[src/rtl/vga_pkg.sv]
// Shared timing types, 640x480@60 defaults and total-length helpers for the VGA
// raster generator.
package vga_pkg;

   typedef struct packed {
      int unsigned active;
      int unsigned front;
      int unsigned sync;
      int unsigned back;
   } vga_timing_t;

   localparam vga_timing_t VGA_640X480_H = '{active: 640, front: 16, sync: 96, back: 48};
   localparam vga_timing_t VGA_640X480_V = '{active: 480, front: 10, sync: 2, back: 33};

   function automatic int unsigned h_total(vga_timing_t t);
      return t.active + t.front + t.sync + t.back;
   endfunction

   function automatic int unsigned v_total(vga_timing_t t);
      return t.active + t.front + t.sync + t.back;
   endfunction

endpackage

[src/rtl/vga_timing_gen_if.sv]
// Pixel-source handshake: the generator publishes the raster position and
// strobes, and the source returns colour data for the requested pixel.
interface vga_timing_gen_if #(
   parameter int unsigned COLOR_W = 1,
   parameter int unsigned X_W     = 11,
   parameter int unsigned Y_W     = 10
);
   logic [X_W-1:0]     pix_x;
   logic [Y_W-1:0]     pix_y;
   logic               pix_req;
   logic               line_start;
   logic               frame_start;
   logic [COLOR_W-1:0] pix_r;
   logic [COLOR_W-1:0] pix_g;
   logic [COLOR_W-1:0] pix_b;

   modport master (
      output pix_x, pix_y, pix_req, line_start, frame_start,
      input  pix_r, pix_g, pix_b
   );

   modport slave (
      input  pix_x, pix_y, pix_req, line_start, frame_start,
      output pix_r, pix_g, pix_b
   );
endinterface

[src/rtl/vga_delay_line.sv]
// Tick-enabled shift register with synchronous clear; DEPTH=0 is a plain wire.
module vga_delay_line #(
   parameter int unsigned W     = 3,
   parameter int unsigned DEPTH = 1
) (
   input  logic         clk_i,
   input  logic         clr_i,
   input  logic         en_i,
   input  logic [W-1:0] d_i,
   output logic [W-1:0] q_o
);

   if (DEPTH == 0) begin : g_pass
      logic unused_ctrl;
      assign unused_ctrl = clk_i ^ clr_i ^ en_i;
      assign q_o = d_i;
   end else begin : g_shift
      logic [W-1:0] stage_q [DEPTH];

      always_ff @(posedge clk_i) begin
         if (clr_i) begin
            for (int i = 0; i < int'(DEPTH); i++) stage_q[i] <= '0;
         end else if (en_i) begin
            stage_q[0] <= d_i;
            for (int i = 1; i < int'(DEPTH); i++) stage_q[i] <= stage_q[i-1];
         end
      end

      assign q_o = stage_q[DEPTH-1];
   end

endmodule

[src/rtl/vga_timing_gen.sv]
// Configurable VGA raster generator: pixel-clock divider, h/v counters, sync
// windows, and a latency-matched output register for colour and syncs.
module vga_timing_gen
   import vga_pkg::*;
#(
   parameter int unsigned H_ACTIVE   = VGA_640X480_H.active,
   parameter int unsigned H_FRONT    = VGA_640X480_H.front,
   parameter int unsigned H_SYNC     = VGA_640X480_H.sync,
   parameter int unsigned H_BACK     = VGA_640X480_H.back,
   parameter int unsigned V_ACTIVE   = VGA_640X480_V.active,
   parameter int unsigned V_FRONT    = VGA_640X480_V.front,
   parameter int unsigned V_SYNC     = VGA_640X480_V.sync,
   parameter int unsigned V_BACK     = VGA_640X480_V.back,
   parameter bit          H_SYNC_POL = 1'b0,
   parameter bit          V_SYNC_POL = 1'b0,
   parameter int unsigned CLK_DIV    = 1,
   parameter int unsigned PIX_LAT    = 1,
   parameter int unsigned COLOR_W    = 1,
   parameter int unsigned X_W        = 11,
   parameter int unsigned Y_W        = 10
) (
   input  logic               clock,
   input  logic               reset,
   vga_timing_gen_if.master   pix_if,
   output logic [COLOR_W-1:0] vga_r,
   output logic [COLOR_W-1:0] vga_g,
   output logic [COLOR_W-1:0] vga_b,
   output logic               VGA_HSync,
   output logic               VGA_VSync
);

   localparam vga_timing_t H_T = '{active: H_ACTIVE, front: H_FRONT, sync: H_SYNC, back: H_BACK};
   localparam vga_timing_t V_T = '{active: V_ACTIVE, front: V_FRONT, sync: V_SYNC, back: V_BACK};
   localparam int unsigned H_TOTAL = h_total(H_T);
   localparam int unsigned V_TOTAL = v_total(V_T);

   if (CLK_DIV < 1 || CLK_DIV > 4) begin : g_bad_div
      $error("vga_timing_gen: CLK_DIV must be 1..4");
   end
   if (PIX_LAT > 4) begin : g_bad_lat
      $error("vga_timing_gen: PIX_LAT must be 0..4");
   end
   if (longint'(H_TOTAL) > (longint'(1) << X_W) || longint'(V_TOTAL) > (longint'(1) << Y_W)) begin : g_bad_w
      $error("vga_timing_gen: counter widths too small for totals");
   end
   if (H_ACTIVE == 0 || H_FRONT == 0 || H_SYNC == 0 || H_BACK == 0 ||
       V_ACTIVE == 0 || V_FRONT == 0 || V_SYNC == 0 || V_BACK == 0) begin : g_bad_zero
      $error("vga_timing_gen: timing parameters must be non-zero");
   end

   localparam logic [1:0]     DIV_LAST = 2'(CLK_DIV - 1);
   localparam logic [X_W-1:0] H_LAST   = X_W'(H_TOTAL - 1);
   localparam logic [X_W-1:0] H_ACT    = X_W'(H_ACTIVE);
   localparam logic [X_W-1:0] HS_BEG   = X_W'(H_ACTIVE + H_FRONT);
   localparam logic [X_W-1:0] HS_END   = X_W'(H_ACTIVE + H_FRONT + H_SYNC);
   localparam logic [Y_W-1:0] V_LAST   = Y_W'(V_TOTAL - 1);
   localparam logic [Y_W-1:0] V_ACT    = Y_W'(V_ACTIVE);
   localparam logic [Y_W-1:0] VS_BEG   = Y_W'(V_ACTIVE + V_FRONT);
   localparam logic [Y_W-1:0] VS_END   = Y_W'(V_ACTIVE + V_FRONT + V_SYNC);

   logic [1:0]         div_q, div_d;
   logic [X_W-1:0]     h_q, h_d;
   logic [Y_W-1:0]     v_q, v_d;
   logic [COLOR_W-1:0] vga_r_q, vga_r_d, vga_g_q, vga_g_d, vga_b_q, vga_b_d;
   logic               hs_q, hs_d, vs_q, vs_d;
   logic               tick, active, hs_raw, vs_raw;
   logic [2:0]         dly;

   assign tick   = (div_q == DIV_LAST);
   assign active = (h_q < H_ACT) && (v_q < V_ACT);
   assign hs_raw = (h_q >= HS_BEG) && (h_q < HS_END);
   assign vs_raw = (v_q >= VS_BEG) && (v_q < VS_END);

   always_comb begin
      div_d = tick ? 2'd0 : div_q + 2'd1;
      h_d   = h_q;
      v_d   = v_q;
      if (tick) begin
         if (h_q == H_LAST) begin
            h_d = '0;
            v_d = (v_q == V_LAST) ? '0 : v_q + Y_W'(1);
         end else begin
            h_d = h_q + X_W'(1);
         end
      end
   end

   // Colour and syncs share one pipeline so they stay aligned for any PIX_LAT.
   vga_delay_line #(.W(3), .DEPTH(PIX_LAT)) u_dly (
      .clk_i (clock),
      .clr_i (reset),
      .en_i  (tick),
      .d_i   ({active, hs_raw, vs_raw}),
      .q_o   (dly)
   );

   always_comb begin
      vga_r_d = vga_r_q;
      vga_g_d = vga_g_q;
      vga_b_d = vga_b_q;
      hs_d    = hs_q;
      vs_d    = vs_q;
      if (tick) begin
         vga_r_d = dly[2] ? pix_if.pix_r : '0;
         vga_g_d = dly[2] ? pix_if.pix_g : '0;
         vga_b_d = dly[2] ? pix_if.pix_b : '0;
         hs_d    = dly[1] ~^ H_SYNC_POL;
         vs_d    = dly[0] ~^ V_SYNC_POL;
      end
   end

   always_ff @(posedge clock) begin
      if (reset) begin
         div_q   <= '0;
         h_q     <= '0;
         v_q     <= '0;
         vga_r_q <= '0;
         vga_g_q <= '0;
         vga_b_q <= '0;
         hs_q    <= ~H_SYNC_POL;
         vs_q    <= ~V_SYNC_POL;
      end else begin
         div_q   <= div_d;
         h_q     <= h_d;
         v_q     <= v_d;
         vga_r_q <= vga_r_d;
         vga_g_q <= vga_g_d;
         vga_b_q <= vga_b_d;
         hs_q    <= hs_d;
         vs_q    <= vs_d;
      end
   end

   assign pix_if.pix_x       = h_q;
   assign pix_if.pix_y       = v_q;
   assign pix_if.pix_req     = tick & active & ~reset;
   assign pix_if.line_start  = tick & (h_q == '0) & ~reset;
   assign pix_if.frame_start = tick & (h_q == '0) & (v_q == '0) & ~reset;

   assign vga_r     = vga_r_q;
   assign vga_g     = vga_g_q;
   assign vga_b     = vga_b_q;
   assign VGA_HSync = hs_q;
   assign VGA_VSync = vs_q;

endmodule

[src/flat_wrapper.sv]
// flat-port wrapper written by rule: the top's interface ports become plain ports
module vga_timing_gen_flat import vga_pkg::*;
#(
   parameter int unsigned H_ACTIVE   = VGA_640X480_H.active,
   parameter int unsigned H_FRONT    = VGA_640X480_H.front,
   parameter int unsigned H_SYNC     = VGA_640X480_H.sync,
   parameter int unsigned H_BACK     = VGA_640X480_H.back,
   parameter int unsigned V_ACTIVE   = VGA_640X480_V.active,
   parameter int unsigned V_FRONT    = VGA_640X480_V.front,
   parameter int unsigned V_SYNC     = VGA_640X480_V.sync,
   parameter int unsigned V_BACK     = VGA_640X480_V.back,
   parameter bit          H_SYNC_POL = 1'b0,
   parameter bit          V_SYNC_POL = 1'b0,
   parameter int unsigned CLK_DIV    = 1,
   parameter int unsigned PIX_LAT    = 1,
   parameter int unsigned COLOR_W    = 1,
   parameter int unsigned X_W        = 11,
   parameter int unsigned Y_W        = 10
)
  (clock, reset, vga_r, vga_g, vga_b, VGA_HSync, VGA_VSync, pix_if_pix_x, pix_if_pix_y, pix_if_pix_req, pix_if_line_start, pix_if_frame_start, pix_if_pix_r, pix_if_pix_g, pix_if_pix_b);
  vga_timing_gen_if #(.COLOR_W(COLOR_W), .X_W(X_W), .Y_W(Y_W)) pix_if_i ();
  input  logic clock;
  input  logic reset;
  output logic [COLOR_W-1:0] vga_r;
  output logic [COLOR_W-1:0] vga_g;
  output logic [COLOR_W-1:0] vga_b;
  output logic VGA_HSync;
  output logic VGA_VSync;
  output wire logic [$bits(pix_if_i.pix_x)-1:0] pix_if_pix_x;
  output wire logic [$bits(pix_if_i.pix_y)-1:0] pix_if_pix_y;
  output wire logic [$bits(pix_if_i.pix_req)-1:0] pix_if_pix_req;
  output wire logic [$bits(pix_if_i.line_start)-1:0] pix_if_line_start;
  output wire logic [$bits(pix_if_i.frame_start)-1:0] pix_if_frame_start;
  input wire logic [$bits(pix_if_i.pix_r)-1:0] pix_if_pix_r;
  input wire logic [$bits(pix_if_i.pix_g)-1:0] pix_if_pix_g;
  input wire logic [$bits(pix_if_i.pix_b)-1:0] pix_if_pix_b;
  assign pix_if_pix_x = pix_if_i.pix_x;
  assign pix_if_pix_y = pix_if_i.pix_y;
  assign pix_if_pix_req = pix_if_i.pix_req;
  assign pix_if_line_start = pix_if_i.line_start;
  assign pix_if_frame_start = pix_if_i.frame_start;
  assign pix_if_i.pix_r = pix_if_pix_r;
  assign pix_if_i.pix_g = pix_if_pix_g;
  assign pix_if_i.pix_b = pix_if_pix_b;
  vga_timing_gen #(.H_ACTIVE(H_ACTIVE), .H_FRONT(H_FRONT), .H_SYNC(H_SYNC), .H_BACK(H_BACK), .V_ACTIVE(V_ACTIVE), .V_FRONT(V_FRONT), .V_SYNC(V_SYNC), .V_BACK(V_BACK), .H_SYNC_POL(H_SYNC_POL), .V_SYNC_POL(V_SYNC_POL), .CLK_DIV(CLK_DIV), .PIX_LAT(PIX_LAT), .COLOR_W(COLOR_W), .X_W(X_W), .Y_W(Y_W)) u_core (.clock(clock), .reset(reset), .pix_if(pix_if_i), .vga_r(vga_r), .vga_g(vga_g), .vga_b(vga_b), .VGA_HSync(VGA_HSync), .VGA_VSync(VGA_VSync));
endmodule
[config.mk]
export PLATFORM = sky130hd
export DESIGN_NAME = vga_timing_gen_flat
export DESIGN_NICKNAME = d
export VERILOG_FILES = /design/src/rtl/vga_pkg.sv /design/src/rtl/vga_timing_gen_if.sv /design/src/rtl/vga_delay_line.sv /design/src/rtl/vga_timing_gen.sv /design/src/flat_wrapper.sv
export SDC_FILE = /design/constraint.sdc
export NUM_CORES = 1
export LEC_CHECK = 0
export CELL_PAD_IN_SITES_DETAIL_PLACEMENT = 1
export CELL_PAD_IN_SITES_GLOBAL_PLACEMENT = 1
export CORE_UTILIZATION = 25
export DETAILED_ROUTE_END_ITERATION = 6
export PLACE_DENSITY = 0.65
export SETUP_SLACK_MARGIN = 0.3
export SYNTH_ARGS = -nofsm -noshare
export SYNTH_HDL_FRONTEND = slang
export SYNTH_SLANG_ARGS = --single-unit
[constraint.sdc]
create_clock -name clock -period 2.7 [get_ports clock]
set_input_delay 0.405 -clock clock [delete_from_list [all_inputs] [get_ports clock]]
set_output_delay 0.405 -clock clock [all_outputs]
set_load 0.02 [all_outputs]
==> summary.txt <==
Die
  • Die area: 6448 sq um
  • Site Rows: 28
  • Starting Density: 25.89%
  • Die Width: 80.30 um
  • I/O pin cnt: 34
  • Core region area: 5921 sq um
  • Die height: 80.30 um

Final layout
  • Core Util, Final: 36.96%
  • Area delta synth->final: 42.78%
  • Diode count: 0
  • Post-layout net count: 245
  • Design area: 2188 sq um
  • # fillers: 704
  • Share of cells above drive strength 1: 16.17%

Power and ir drop
  • Sequential share of power: 51.8%
  • Worst-case vdd ir drop: 0.1816 mV
  • Logic pwr share: 9.4%
  • Power Density: 418.3 nW/um^2
  • Clock power share: 38.8%
  • Int Pwr: 0.6906 mW
  • Pleak: 0.7632 nW
  • Overall Power: 0.9154 mW
  • Switching share of total power: 24.56%
  • Net switching power: 0.2249 mW

Logic synthesis
  • Ys flop type: dfxtp_1
  • Yosys reg bits: 31
  • Dominant cell by count in the synthesized netlist: dfxtp_1
  • Mapped Area: 1533 sq um
  • Post-synth top area share: 36.57%
  • Syn nets: 191
  • Syn_area_per_cell: 8.515 sq um
  • Yosys warns: 0
  • Seq/Total Area, Yosys: 42.45%
  • EDFF count, synth: 3
  • Async SR Flop Fraction: 0%
  • Netlist cell types: 36
  • Most common library cells after synthesis: dfxtp_1 (28), a21oi_1 (16), nand2_1 (13), nand3_1 (13), nor2_1 (12)
  • Cells after Synth: 180
  • Largest cells by area after synthesis: dfxtp_1 (37%), edfxtp_1 (5.9%), a21oi_1 (5.2%)
  • Synth area leader: dfxtp_1

Setup path
  • Critical path, cell by cell: clkdlybuf4s50_1 -> nand2b_1 -> buf_4 -> nor4_2 -> buf_4 -> clkdlybuf4s15_1
  • CP Capture Type: output pin
  • Crit path kind: in -> out
  • FF-to-FF path depth: 7
  • Startpoint Class: primary input
  • Crit path required time: 2300 ps
  • Most used cell along the critical path: buf_4
  • Max incr delay on CP: 420 ps
  • Max Fanout on Critical Path: 3
  • Slowest cell on crit path: clkdlybuf4s50_1
  • CP Data Arrival Time: 1920 ps

Timing
  • Final cycle utilization of the critical path: 86.07%
  • Post-layout min period: 2324 ps
  • Least-Margin Pin Slew: 637.8 ps
  • Fmax: 0.4303 GHz
  • Final Hold Viols: 0
  • Final setup viols: 0
  • Worst rel slew slack: 57.09%
  • Worst Skew: 9.022 ps
  • Slew Limit Fails: 0
  • RSZ-0062 raised after global routing: true

Detailed routing
  • DR iter-0 viols: 50
  • DR DRC count: 0
  • Met2 wire length: 2146 um
  • Wire per inst: 14.43 um
  • Met1 WL: 2062 um
  • Met3 wire len: 203 um
  • Via count: 1527
  • Top Layer Used: met4
  • Routed wire length: 4473 um
  • Final ANT Viol Nets: 0
  • Vias/cell: 4.926
  • DRT Pass-1 Iters: 4

Run
  • Max Cap Viol: 0

CTS
  • Worst-skew pair later-pin latency: 280 ps
  • CTS Sinks: 31
  • Htree depth: 2
  • Hold buffers post-CTS: 0
  • CTS Buf Count: 5
  • Clk buf depth: 2
  • Root Driver: clkbuf_8
  • CTS tree: yes
  • Clock transition at path regs: 70 ps

GRT
  • Maximum number of pins on one net before global-route repair: 20
  • First-pass GRT wire length: 7189 um
  • Initial antenna violation count: 0
  • Remaining Overflow, GRT: 0
  • Number of global-route vias before repair: 1487
  • Total track usage: 14.56%

Min path
  • Hold depth: 1
  • Min-delay worst type: reg -> reg

Run status
  • Outcome: finished clean

Placed design
  • Detailed placement HPWL: 3193 um
  • Placed cell area: 2044 sq um
  • Global placer's final weighted congestion: 0.7588
  • # port buffers: 33
[worst max-delay path, delay by kind of cell]
family / cells / cell delay, ps
buffers and inverters: 4 / 1050
AND/OR/NAND/NOR: 2 / 470
[cells by family after synthesis]
group                      Yosys count  share of synthesized area, %
adders and majority gates            6                         4.898
and+or+nand+nor                     85                         31.27
xor gates and xnor gates             8                         4.571
AOI/OAI and AO/OA                   32                         11.76
DFF                                 31                         42.45
buffers and inverters               18                         5.061
[registers in the layout, indices dropped and copies added (netlist names)]
name,flops
u_core.pix_if.pix_x,11
u_core.pix_if.pix_y,10
u_core.u_dly.g_shift.stage_q,3
u_core.div_q,2
u_core.VGA_HSync,1
u_core.VGA_VSync,1
u_core.vga_b,1
u_core.vga_g,1
u_core.vga_r,1
[path summary, 6_finish.rpt]
path	end	startpoint	slack, ps
worst max-delay path	pix_if_pix_req	reset	380
worst min-delay path	u_core.div_q[0]$_SDFF_PP0_	u_core.div_q[0]$_SDFF_PP0_	420
worst max register to register	u_core.pix_if.pix_y[7]$_SDFFE_PP0P_	u_core.div_q[0]$_SDFF_PP0_	470
worst min register to register	u_core.div_q[0]$_SDFF_PP0_	u_core.div_q[0]$_SDFF_PP0_	420
[stage by stage]
step	worst slack, ps	hold WS [ps]	setup TNS (ps)	cells
CTS	105.5	421.4	0	305
finish	376.2	416.0	0	310
detailed placement	-192.8	411.3	-192.8	297
global placement	-191.0	403.8	-191.0	297
global route	298.9	458.2	0	310
floorplan	333.8	392.5	0	180
[layout by cell type, fill, tap and decap left out, types with 2 or more instances in the layout]
cell type and instances:
a21oi_1 16, buf_4 22, clkbuf_8 5, clkdlybuf4s50_1 30, clkinv_2 3, dfxtp_1 28
edfxtp_1 3, ha_1 6, inv_1 10, nand2_1 13, nand2b_1 9, nand3_1 13
nand4_1 8, nor2_1 12, nor3_1 3, nor4_1 4, o21ai_0 9, o311ai_0 2
o31ai_1 4, or3_1 5, or4_1 4, xnor2_1 4, xor2_1 4
[cell type report]
type,instances,area (sq um),share of cell area [%]
clock buffer,5,68.82,3.145
clock inverter,3,15.01,0.6861
inverter,10,37.54,1.715
multi-input combinational,131,830.8,37.96
sequential,31,650.6,29.73
tap,75,93.84,4.288
timing repair buffer,55,491.7,22.47
[timing repair]
item | in CTS | in global routing
pin swaps | 0 | 1
setup endpoints to repair | 3 | 6
resized for setup | 3 | 10
hold endpoints to repair | 0 | 0
buffers inserted | 0 | 5
cloned | 0 | 0
[power groups by stage]
stage	registers [mW]	clock network [mW]	logic [mW]
detailed placement	0.485	0	0.0855
global route	0.475	0.391	0.0925
CTS	0.475	0.370	0.0827
global placement	0.484	0	0.0843
floorplan	0.493	0	0.0285
finish	0.474	0.355	0.0857
[layer usage]
| metal | global-route usage, % | vias to the layer above |
|---|---|---|
| li1 | - | 754 |
| met1 | 18.76 | 736 |
| met2 | 23.76 | 32 |
| met3 | 3.068 | 5 |
| met4 | 5.357 | 0 |
| met5 | 0 | - |
Power figures use the tool's default switching activity.
